## src/rtl/uart_pkg.sv

```systemverilog
// Shared UART definitions: receiver FSM states and default frame constants,
// common to uart_rx and uart_tx.
package uart_pkg;

  localparam int UART_OVERSAMPLE = 16;
  localparam int UART_DATA_BITS  = 8;

  typedef enum logic [2:0] {
    IDLE      = 3'd0,
    START     = 3'd1,
    DATA      = 3'd2,
    STOP      = 3'd3,
    WAIT_HIGH = 3'd4
  } rx_state_e;

endpackage

```

## src/rtl/sync_2ff.sv

```systemverilog
// Two-flop synchronizer for a single asynchronous bit; reset value is chosen
// by the instantiating block so an idle line can reset to its idle level.
module sync_2ff #(
  parameter logic RESET_VAL = 1'b0
) (
  input  logic clk,
  input  logic rst,
  input  logic i_d,
  output logic o_q
);

  logic r_meta;
  logic r_sync;

  // Metastability filter: two back-to-back capture flops.
  always_ff @(posedge clk) begin
    if (rst) begin
      r_meta <= RESET_VAL;
      r_sync <= RESET_VAL;
    end else begin
      r_meta <= i_d;
      r_sync <= r_meta;
    end
  end

  assign o_q = r_sync;

endmodule

```

## src/rtl/uart_rx.sv

```systemverilog
// Oversampling UART receiver: start-bit qualification, mid-bit data sampling,
// stop-bit check, and a one-entry valid/ready output holding register.
module uart_rx
  import uart_pkg::*;
#(
  parameter int OVERSAMPLE = UART_OVERSAMPLE,
  parameter int DATA_BITS  = UART_DATA_BITS
) (
  input  logic                 clk,
  input  logic                 rst,
  input  logic                 I_baudrate_rx_clk,
  input  logic                 I_rxd,
  input  logic                 I_rx_ready,
  output logic                 O_baudrate_rx_clk_en,
  output logic [DATA_BITS-1:0] O_rx_data,
  output logic                 O_rx_valid,
  output logic                 O_frame_err,
  output logic                 O_overrun
);

  localparam int TW = $clog2(OVERSAMPLE);
  localparam int BW = $clog2(DATA_BITS);
  localparam logic [TW-1:0] TICK_LAST = TW'(OVERSAMPLE - 1);
  localparam logic [TW-1:0] TICK_HALF = TW'(OVERSAMPLE / 2 - 1);
  localparam logic [BW-1:0] BIT_LAST  = BW'(DATA_BITS - 1);

  logic                 w_rxd;
  logic                 w_falling;
  logic                 r_rxd_prev;
  rx_state_e            r_state;
  logic [TW-1:0]        r_tick_cnt;
  logic [BW-1:0]        r_bit_cnt;
  logic [DATA_BITS-1:0] r_shift;
  logic                 r_en;
  logic [DATA_BITS-1:0] r_rx_data;
  logic                 r_rx_valid;
  logic                 r_frame_err;
  logic                 r_overrun;

  sync_2ff #(.RESET_VAL(1'b1)) u_sync_rxd (
    .clk (clk),
    .rst (rst),
    .i_d (I_rxd),
    .o_q (w_rxd)
  );

  assign w_falling = r_rxd_prev & ~w_rxd;

  // Receive FSM, counters, shift register and output register in one process.
  always_ff @(posedge clk) begin
    if (rst) begin
      r_rxd_prev  <= 1'b1;
      r_state     <= IDLE;
      r_tick_cnt  <= '0;
      r_bit_cnt   <= '0;
      r_shift     <= '0;
      r_en        <= 1'b0;
      r_rx_data   <= '0;
      r_rx_valid  <= 1'b0;
      r_frame_err <= 1'b0;
      r_overrun   <= 1'b0;
    end else begin
      r_rxd_prev  <= w_rxd;
      r_frame_err <= 1'b0;
      r_overrun   <= 1'b0;
      if (r_rx_valid && I_rx_ready) begin
        r_rx_valid <= 1'b0;
      end
      case (r_state)
        IDLE: begin
          if (w_falling) begin
            r_state    <= START;
            r_en       <= 1'b1;
            r_tick_cnt <= '0;
            r_bit_cnt  <= '0;
          end
        end
        START: begin
          if (I_baudrate_rx_clk) begin
            if (r_tick_cnt == TICK_HALF) begin
              r_tick_cnt <= '0;
              if (!w_rxd) begin
                r_state <= DATA;
              end else begin
                r_state <= IDLE;
                r_en    <= 1'b0;
              end
            end else begin
              r_tick_cnt <= r_tick_cnt + 1'b1;
            end
          end
        end
        DATA: begin
          if (I_baudrate_rx_clk) begin
            if (r_tick_cnt == TICK_LAST) begin
              r_tick_cnt <= '0;
              r_shift    <= {w_rxd, r_shift[DATA_BITS-1:1]};
              r_bit_cnt  <= r_bit_cnt + 1'b1;
              if (r_bit_cnt == BIT_LAST) begin
                r_state <= STOP;
              end
            end else begin
              r_tick_cnt <= r_tick_cnt + 1'b1;
            end
          end
        end
        STOP: begin
          if (I_baudrate_rx_clk) begin
            if (r_tick_cnt == TICK_LAST) begin
              r_tick_cnt <= '0;
              if (w_rxd) begin
                r_state <= IDLE;
                r_en    <= 1'b0;
                // A same-cycle handshake frees the holding register for the new byte.
                if (!r_rx_valid || I_rx_ready) begin
                  r_rx_data  <= r_shift;
                  r_rx_valid <= 1'b1;
                end else begin
                  r_overrun <= 1'b1;
                end
              end else begin
                r_state     <= WAIT_HIGH;
                r_frame_err <= 1'b1;
              end
            end else begin
              r_tick_cnt <= r_tick_cnt + 1'b1;
            end
          end
        end
        WAIT_HIGH: begin
          if (w_rxd) begin
            r_state <= IDLE;
            r_en    <= 1'b0;
          end
        end
        default: begin
          r_state <= IDLE;
          r_en    <= 1'b0;
        end
      endcase
    end
  end

  assign O_baudrate_rx_clk_en = r_en;
  assign O_rx_data            = r_rx_data;
  assign O_rx_valid           = r_rx_valid;
  assign O_frame_err          = r_frame_err;
  assign O_overrun            = r_overrun;

endmodule

```

## config.mk

```make
export PLATFORM = sky130hd
export DESIGN_NAME = uart_rx
export DESIGN_NICKNAME = d
export VERILOG_FILES = /design/src/rtl/uart_pkg.sv /design/src/rtl/sync_2ff.sv /design/src/rtl/uart_rx.sv
export SDC_FILE = /design/constraint.sdc
export NUM_CORES = 1
export LEC_CHECK = 0
export CAP_MARGIN = 20
export CORE_UTILIZATION = 54
export DETAILED_ROUTE_END_ITERATION = 16
export HOLD_SLACK_MARGIN = 0.03
export PLACE_DENSITY = 0.78
export SETUP_SLACK_MARGIN = 0.1
export SLEW_MARGIN = 20
export SYNTH_ARGS = -nofsm -noshare
export SYNTH_HDL_FRONTEND = slang
export SYNTH_SLANG_ARGS = --single-unit
```

## constraint.sdc

```tcl
create_clock -name clk -period 1.88 [get_ports clk]
set_input_delay 0.282 -clock clk [delete_from_list [all_inputs] [get_ports clk]]
set_output_delay 0.282 -clock clk [all_outputs]
set_load 0.01 [all_outputs]
```

==> flow_summary.yaml, run 1 <==
outcome:
  status: "complete, no violations"
clocking:
  hold_buffers: 0
  cts.clk_slew.worst_paths_ns: 0.11
  root_buffer: "clkbuf_4"
  clock_path_buffers: 2
  cts_buffers: 5
  clock_latency_ns: 0.34
  ctsHtreeMaxLevel: 2
  cts.sinks: 33
  postCtsSetupBuffers: 0
  cts_tree: "built"
die:
  floorplan.rows: 18
  die_x_microns: 53.1
  die_y_microns: 53.1
  ioPinCount: 17
  die_area_sq_um: 2820
  core_area_sq_um: 2480
  start_util_pct: 56.9
power_and_ir_drop:
  leakage_uw: 0.000554
  power_density_nw_per_um2: 692
  finalPower_uw: 1150
  peakVddDrop_mv: 0.567
place:
  routabilityCongestion: 0.867
  portBuffers: 16
  place_ws_ns: -0.0404
  place_area_sq_um: 1590
  dp_hpwl_microns: 1810
  place_inst: 188
global_route:
  grt_remaining_overflow: 0
  grt_pass1_vias: 1015
  track_usage_pct: 22.1
  grt_pass1_wl_microns: 4400
  antenna_found_initial: 0
  grt_max_degree: 23
cells_and_area:
  final_core_util_pct: 67.1
  layout-drive-gt1-share_pct: 16.9
  postLayoutCellArea_sq_um: 1660
  syn_to_final_growth_pct: 17.9
  fillers: 211
  layout.cells.non_filler: 196
  antenna_cells: 0
  layout.nets: 173
timing:
  slew_headroom_pct: 71.7
  setup_ws_ns: 0.173
  layout_min_cycle_time_ns: 1.71
  setup_viol: 0
  fin_crit_sh_pct: 90.8
  slew_viol_final: 0
  max_freq_ghz: 0.586
  rsz0062_at_grt: "no"
  fin_worst_skew_ns: 0.0181
  tightest_slew_ns: 0.423
  hold_viol: 0
drt:
  drtPass1Iterations: 4
  wl_per_cell_microns: 12.9
  vias_per_cell: 5.67
  drt_wl_total_microns: 2540
  vias: 1111
  drt_iter0_drc: 20
  ant_nets: 0
  drc_errors: 0
worst_setup_path:
  timing.rr.end: "r_state[1]"
  cp_cell_sequence: "or3b_1, a32o_1, or4_1, a21oi_1"
  r2r_cells: 4
  start_kind: "flop"
  critPathMaxStageDelay_ns: 0.42
  cp-end-kind: "flop"
  crit_required_ns: 2.16
  critPathSlowestCell: "dfxtp_1"
  critical_path_class: "flop to flop"
  crit_arrival_ns: 1.99
  rr_startpoint: "u_sync_rxd.o_q"
  regToRegSetupSlack_ns: 0.17
  path_max_fanout: 10
logic_synthesis:
  yosysUniqueCellTypes: 37
  synth_seq_area_share_pct: 46.9
  syn_nets: 153
  synthCells: 145
  yosysWarningCount: 0
  syn_area_sq_um: 1410
  syn_avg_cell_area_sq_um: 9.72
  ys_ff_latch: 33
hold_path:
  hold_class: "flop to flop"
  holdPathEnd: "u_sync_rxd.o_q"
  min_from: "u_sync_rxd.r_meta"
  worstHoldPathCells: 1
job:
  max_cap_viol_count: 0
==> layout make-up <==
| type | instances | area (sq um) | share of cell area, % |
|---|---|---|---|
| Timing Repair Buffer | 21 | 198 | 11.9 |
| Inverter | 2 | 7.51 | 0.452 |
| Clock buffer | 5 | 37.5 | 2.26 |
| Sequential cell | 33 | 667 | 40.1 |
| Clock inverter | 3 | 17.5 | 1.05 |
| Tap cell | 30 | 37.5 | 2.26 |
| Multi-Input combinational cell | 102 | 697 | 41.9 |
==> metrics by stage <==
stage,hold WS [ns],TNS [ns]
global placement,0.398,0
global route,0.432,0
finish,0.426,0
floorplan,0.386,0
detailed placement,0.404,-0.241
CTS,0.430,0
==> sequential cells by signal (all words and copies together) (netlist names) <==
name / cells
O_rx_data: 8
O_rx_valid: 1
r_bit_cnt: 3
O_baudrate_rx_clk_en: 1
O_overrun: 1
O_frame_err: 1
u_sync_rxd.r_meta: 1
r_shift: 8
r_state: 3
r_rxd_prev: 1
u_sync_rxd.o_q: 1
r_tick_cnt: 4
==> layout by cell type, fill, tap and decap left out, types with 3 or more instances in the layout <==
cell type | netlist | final
a21oi_1 | 11 | 11
nor2_1 | 21 | 21
mux2i_1 | 16 | 16
nand3_1 | 3 | 3
o21ai_0 | 4 | 4
nand2_1 | 7 | 7
clkdlybuf4s50_1 | 0 | 16
nand2b_1 | 6 | 6
buf_4 | 4 | 5
dfxtp_2 | 0 | 5
or2_2 | 3 | 3
nand3b_1 | 4 | 4
dfxtp_1 | 33 | 28
clkbuf_4 | 0 | 5
==> Yosys cell counts <==
library cell	number	area share, %
dfxtp_1	33	47
nor2_1	21	5.6
mux2i_1	16	11
a21oi_1	11	3.9
nand2_1	7	1.9
nand2b_1	6	2.7
buf_4	4	2.1
nand3b_1	4	2.1
o21ai_0	4	1.4
ha_1	3	2.7
nand3_1	3	1.1
or2_2	3	1.3
and3_1	2	0.89
clkbuf_1	2	0.53
inv_1	2	0.53
nor4_1	2	0.89
or4_1	2	1.1
a211oi_1	1	0.53
a22oi_1	1	0.53
a311o_1	1	0.71
a31oi_1	1	0.44
a32o_1	1	0.71
and2b_2	1	0.62
and4_2	1	0.71
buf_6	1	0.80
clkbuf_8	1	0.98
mux2_2	1	0.80
nand4_1	1	0.44
nor3_1	1	0.35
nor4b_1	1	0.62
nor4b_2	1	1.1
o21a_1	1	0.53
o221ai_1	1	0.62
or2b_2	1	0.62
or3b_1	1	0.62
or4b_1	1	0.71
xnor2_1	1	0.62
==> how the worst max path moves through the flow <==
| stage | start | to | depth (start not counted) |
|---|---|---|---|
| after floorplan | r_tick_cnt[0] | r_shift[3] | 6 |
| after global placement | I_baudrate_rx_clk | O_rx_data[7] | 6 |
| after detailed placement | I_baudrate_rx_clk | O_rx_data[0] | 6 |
| after CTS | r_tick_cnt[1] | O_rx_data[4] | 6 |
| after global routing | r_tick_cnt[0] | O_rx_data[5] | 6 |
| final | u_sync_rxd.o_q | r_state[1] | 4 |
==> where the power goes <==
part / total, uW / internal [uW] / switching (uW)
sequential: 712 / 705 / 7.20
combinational: 53.6 / 26.5 / 27.2
clock: 385 / 141 / 244
total: 1150 / 872 / 279
==> cell families (layout without fill, tap and decap cells) <==
logic type / count (synthesis) / count (layout) / share of synthesized area (%)
flops: 33 / 33 / 46.9
buf+inv: 10 / 31 / 4.97
compound gates: 22 / 22 / 9.41
simple gates: 59 / 59 / 23.3
fa+ha+maj: 3 / 3 / 2.66
xor+xnor: 1 / 1 / 0.622
mux: 17 / 17 / 12.2
==> metal layers <==
metal	global-route usage [%]	wire, microns	up-vias
li1	-	-	551
met1	25.4	1080	528
met2	37.1	1280	24
met3	8.62	127	8
met4	7.02	42	0
met5	0	0	-
==> repair_timing <==
item	in CTS	in global routing
resized for setup	1	6
pin swaps	0	1
endpoints found under the setup margin	8	19
==> critical path: cells and delay by family (launching register included) <==
kind	cells	cell delay, ns
DFF	1	0.42
and+or+nand+nor	2	0.81
AOI/OAI and AO/OA	2	0.43
No activity file was read; power rests on OpenSTA's default activity.
==> inputs of run 2 (changes only) <==
SLEW_MARGIN = 40   (was 20)
==> results of run 2 <==
Same layout as run 1: the final DEF is identical, and so are final timing and power.
